<file path="config.mk">
export PLATFORM = sky130hd
export DESIGN_NAME = mem_seq_reducer
export DESIGN_NICKNAME = d
export VERILOG_FILES = /design/src/rtl/mem_seq_reducer.sv
export SDC_FILE = /design/constraint.sdc
export NUM_CORES = 1
export LEC_CHECK = 0
export CORE_AREA = 2 2 81 83
export CTS_CLUSTER_SIZE = 25
export DETAILED_ROUTE_END_ITERATION = 6
export DIE_AREA = 0 0 83 85
export PLACE_DENSITY_LB_ADDON = 0.05
export SETUP_SLACK_MARGIN = 0.05
export SLEW_MARGIN = 25
export SYNTH_ARGS = -nofsm -noshare
export SYNTH_HDL_FRONTEND = slang
export SYNTH_SLANG_ARGS = --single-unit
</file>
<file path="constraint.sdc">
create_clock -name clk -period 2.09 [get_ports clk]
set_input_delay 0.209 -clock clk [delete_from_list [all_inputs] [get_ports clk]]
set_output_delay 0.209 -clock clk [all_outputs]
set_load 0.005 [all_outputs]
</file>
<file path="src/rtl/mem_seq_reducer.sv">
// Memory scan sequencer: sums LEN words from BASE, optionally writes the low byte to DST.
// Define MEM_REDUCER_MAX_EN to add the max_val output (largest word read).
module mem_seq_reducer #(
    parameter int ADR_W  = 5,
    parameter int DATA_W = 8,
    parameter int SUM_W  = 13
) (
    input  logic              clk,
    input  logic              rst_n,
    input  logic              start,
    input  logic [ADR_W-1:0]  base_adr,
    input  logic [ADR_W-1:0]  len,
    input  logic [ADR_W-1:0]  dst_adr,
    input  logic              wb,
    output logic              busy,
    output logic              done,
    output logic [SUM_W-1:0]  sum,
    output logic [ADR_W-1:0]  mem_adr,
    output logic [DATA_W-1:0] mem_wdata,
    output logic              mem_wen,
    input  logic [DATA_W-1:0] mem_rdata
`ifdef MEM_REDUCER_MAX_EN
    ,
    output logic [DATA_W-1:0] max_val
`endif
);

    typedef enum logic [1:0] {
        S_IDLE  = 2'd0,
        S_READ  = 2'd1,
        S_WRITE = 2'd2,
        S_DONE  = 2'd3
    } state_t;

    state_t             state_q, state_d;
    logic [ADR_W-1:0]   idx_q, idx_d;
    logic [ADR_W-1:0]   base_q, base_d;
    logic [ADR_W-1:0]   len_q, len_d;
    logic [ADR_W-1:0]   dst_q, dst_d;
    logic               wb_q, wb_d;
    logic [SUM_W-1:0]   sum_q, sum_d;
    logic               last_rd;

    assign last_rd = (idx_q == (len_q - ADR_W'(1)));

`ifdef MEM_REDUCER_MAX_EN
    logic [DATA_W-1:0]  max_q, max_d;
`endif

    always_ff @(posedge clk or negedge rst_n) begin
        if (!rst_n) begin
            state_q <= S_IDLE;
            idx_q   <= '0;
            base_q  <= '0;
            len_q   <= '0;
            dst_q   <= '0;
            wb_q    <= 1'b0;
            sum_q   <= '0;
`ifdef MEM_REDUCER_MAX_EN
            max_q   <= '0;
`endif
        end else begin
            state_q <= state_d;
            idx_q   <= idx_d;
            base_q  <= base_d;
            len_q   <= len_d;
            dst_q   <= dst_d;
            wb_q    <= wb_d;
            sum_q   <= sum_d;
`ifdef MEM_REDUCER_MAX_EN
            max_q   <= max_d;
`endif
        end
    end

    always_comb begin
        state_d = state_q;
        idx_d   = idx_q;
        base_d  = base_q;
        len_d   = len_q;
        dst_d   = dst_q;
        wb_d    = wb_q;
        sum_d   = sum_q;
`ifdef MEM_REDUCER_MAX_EN
        max_d   = max_q;
`endif
        unique case (state_q)
            S_IDLE: begin
                if (start) begin
                    base_d = base_adr;
                    len_d  = len;
                    dst_d  = dst_adr;
                    wb_d   = wb;
                    sum_d  = '0;
                    idx_d  = '0;
`ifdef MEM_REDUCER_MAX_EN
                    max_d  = '0;
`endif
                    if (len != '0) begin
                        state_d = S_READ;
                    end else if (wb) begin
                        state_d = S_WRITE;
                    end else begin
                        state_d = S_DONE;
                    end
                end
            end
            S_READ: begin
                sum_d = sum_q + SUM_W'(mem_rdata);
                idx_d = idx_q + ADR_W'(1);
`ifdef MEM_REDUCER_MAX_EN
                if (mem_rdata > max_q) begin
                    max_d = mem_rdata;
                end
`endif
                if (last_rd) begin
                    state_d = wb_q ? S_WRITE : S_DONE;
                end
            end
            S_WRITE: begin
                state_d = S_DONE;
            end
            S_DONE: begin
                state_d = S_IDLE;
            end
            default: begin
                state_d = S_IDLE;
            end
        endcase
    end

    // Memory pins decode from state and latched operands only, never from mem_rdata.
    always_comb begin
        mem_adr   = '0;
        mem_wdata = '0;
        mem_wen   = 1'b0;
        busy      = 1'b0;
        done      = 1'b0;
        unique case (state_q)
            S_READ: begin
                mem_adr = base_q + idx_q;
                busy    = 1'b1;
            end
            S_WRITE: begin
                mem_adr   = dst_q;
                mem_wdata = sum_q[DATA_W-1:0];
                mem_wen   = 1'b1;
                busy      = 1'b1;
            end
            S_DONE: begin
                done = 1'b1;
            end
            default: begin
                mem_adr = '0;
            end
        endcase
    end

    assign sum = sum_q;

`ifdef MEM_REDUCER_MAX_EN
    assign max_val = max_q;
`endif

endmodule

</file>
==> run metrics <==
nets between 300 and 400; clock share of power 0.097; clock-pin slew on the worst setup and hold paths roughly 0.080 ns; Worst path slowest cell dfrtp_1; vias per cell ~5.1; fmax between 0.4 and 0.5 GHz; Hold Vio Cnt, Final 0; Crit. End Element primary output; HP Class in2async; TritonCTS clock tree done; IO buf count 55; switching share of power 0.3891; Residual DRC 0; Warnings, synthesis 0; Largest delay share family, worst path adder cells; Buf/Inv on CP 4; global-route wire length before repair a little under 10 mm; Post-Place Cells between 300 and 400; syn avg cell area 10.08 µm²; startpoint types register; leakage between 1.5 and 2 nW; design area ~3600 µm²; status finished, violations left; CP cell instances ha_2 -> inv_2 -> fa_2 -> buf_4 -> buf_6 -> xnor2_2 -> a22oi_1 -> nor2_1 -> buf_2; Power Total around 5.5 mW; drt first pass iters 4; Flop pwr share 0.243; fillers roughly 570; Skew-Pair Late Insertion Delay 0.30 ns; HPWL after DPL 4.410 mm; Worst-Margin Slew about 0.48 ns; diode count 0; CP required 1.88 ns; Slew Limit Headroom 0.6831; Most used DFF post-synth dfrtp_1; Placed Area 3309 µm²; final wirelength about 6 mm; Pins Over Slew Limit 0; routed vias approximately 2100; min cycle time layout around 2.2 ns; antenna violations before repair 0; Syn-to-layout area delta 47.09%; vias in the first global route about 2100; largest net degree at the start of global routing 37; Die Area slightly above 7000 µm²; die width 83 µm; Root Buffer clkbuf_8; crit-path max cell delay 0.38 ns; dominant cell type by area after synthesis dfrtp_1; wire per inst around 14 µm; remaining antenna violation count 0; Power Density ~1500 nW/µm²; Synth async-reset ratio 1.000; post-synthesis cell count approximately 240; post-route setup slack -0.1080 ns; Cell Area, Synth around 2400 µm²; flops & latches, synth 36; Starting DRT DRC Count 98; remaining global-route overflow 0; max cap viols 0; Cell variety after synth 60; Initial Util 0.3914; Worst Path Arrival between 1.5 and 2 ns; CTS buffer count 5; Worst Path Max Fanout 2; Yosys top cell area share 0.3709; Setup Crit Path Kind reg2out; ranking of synthesized cells by area dfrtp_1 (37%), ha_1 (9.3%), mux2_2 (7.0%); CTS H-Tree Depth 2; cts hold-fix bufs 0; IR drop worst, VDD approximately 0.7 mV; Routability Congestion about 0.84; sum of negative setup slack -0.2148 ns; syn_nets 288; FF+latch area approximately 900 µm²; commonest cells in the netlist dfrtp_1 (36), nand2_1 (20), ha_1 (18); core footprint a little over 6000 µm²; Seq/Total Area, Yosys 0.3709; final clock period utilization by the worst path 1.052; GR Util All Layers 0.1748; IO Pins 56; Die Span Y 85 µm; Layout Cells excl Fill 416; RSZ-0062 raised after global routing yes; # rows 29; combinational power share 0.660; Sw Pwr about 2.1 mW; area occupied by multi-input gates about 1500 µm²; Clock Path Buffers 2; number of synthesized flops with an enable pin 0; # setup viols final 2; Final Skew 0.01155 ns; failing checks negative setup slack; dpl ws -0.2737 ns; layout cells sized above 1 0.2950; internal power approximately 3.3 mW; Clock Sinks 36; most frequent cell after synthesis dfrtp_1
power by group through the flow:
| stage | logic, mW | registers [mW] | clock network (mW) |
|---|---|---|---|
| global route | 3.98 | 1.39 | 0.579 |
| finish | 3.62 | 1.33 | 0.529 |
| detailed placement | 3.27 | 1.34 | 0 |
| CTS | 3.44 | 1.33 | 0.540 |
| global placement | 3.25 | 1.33 | 0 |
| floorplan | 1.86 | 1.30 | 0 |
sequential cells by signal, indices dropped and copies added (netlist names):
name,cells
len_q,5
dst_q,5
state_q,2
idx_q,5
base_q,5
wb_q,1
sum,13
cell families after synthesis:
kind of cell / count (synthesis) / synth area share
compound gates: 45 / 0.1314
xor+xnor: 15 / 0.05410
fa+ha+maj: 20 / 0.1092
buf+inv: 23 / 0.04069
flops: 36 / 0.3709
mux: 23 / 0.1056
simple gates: 79 / 0.1881
final cells by class:
| class | instances | area share |
|---|---|---|
| flip-flops and latches | 36 | 0.2522 |
| multi-input cells | 182 | 0.4319 |
| repair buffers | 97 | 0.2469 |
| well taps | 77 | 0.02697 |
| clock buffers | 8 | 0.02522 |
| inverters | 16 | 0.01681 |
final timing paths:
path / start / endpoint / slack (ns) / cells past startpoint
max: idx_q[0] / mem_adr[2] / -0.11 / 9
min: rst_n / sum[2] / 0.33 / 2
max reg2reg: sum[0] / sum[6] / 0.11 / 9
min reg2reg: wb_q / wb_q / 0.49 / 2
max in group asynchronous: rst_n / base_q[1] / 1.41 / 2
min in group clk: wb_q / wb_q / 0.49 / 2
stage by stage:
stage,util,hold slack (ns)
floorplan,-,-0.08659
global placement,0.5334,0.4638
detailed placement,0.5334,0.4805
CTS,0.5580,0.3675
global route,0.5757,0.3948
finish,0.5757,0.3330
placed cells by master (no fill, tap or decap), types with 4 or more instances in the layout:
cell	instances
inv_2	4
nor2_1	8
inv_1	12
nor4b_1	4
nor3_1	6
clkbuf_8	6
buf_4	37
nor2b_1	4
mux2_2	15
nand2b_1	5
nand2_1	20
a211oi_1	4
xor2_1	7
buf_2	4
clkdlybuf4s50_1	51
ha_1	11
and2_1	8
xnor2_1	7
dfrtp_1	36
mux2i_1	5
ha_4	5
o21ai_0	7
a21oi_2	5
per-layer routing:
metal / wire (µm) / track usage / up-vias
li1: - / - / 1052
met1: 2817 / 0.2306 / 1004
met2: 2861 / 0.2889 / 51
met3: 231 / 0.03794 / 6
met4: 68 / 0.05365 / 0
met5: 0 / 0 / -
what timing repair did:
action | in CTS | in global routing
pin swaps | 16 | 18
endpoints found under the setup margin | 17 | 22
buffers inserted | 3 | 6
resized for setup | 34 | 14
Note: power is estimated with default switching activity, not from simulation.
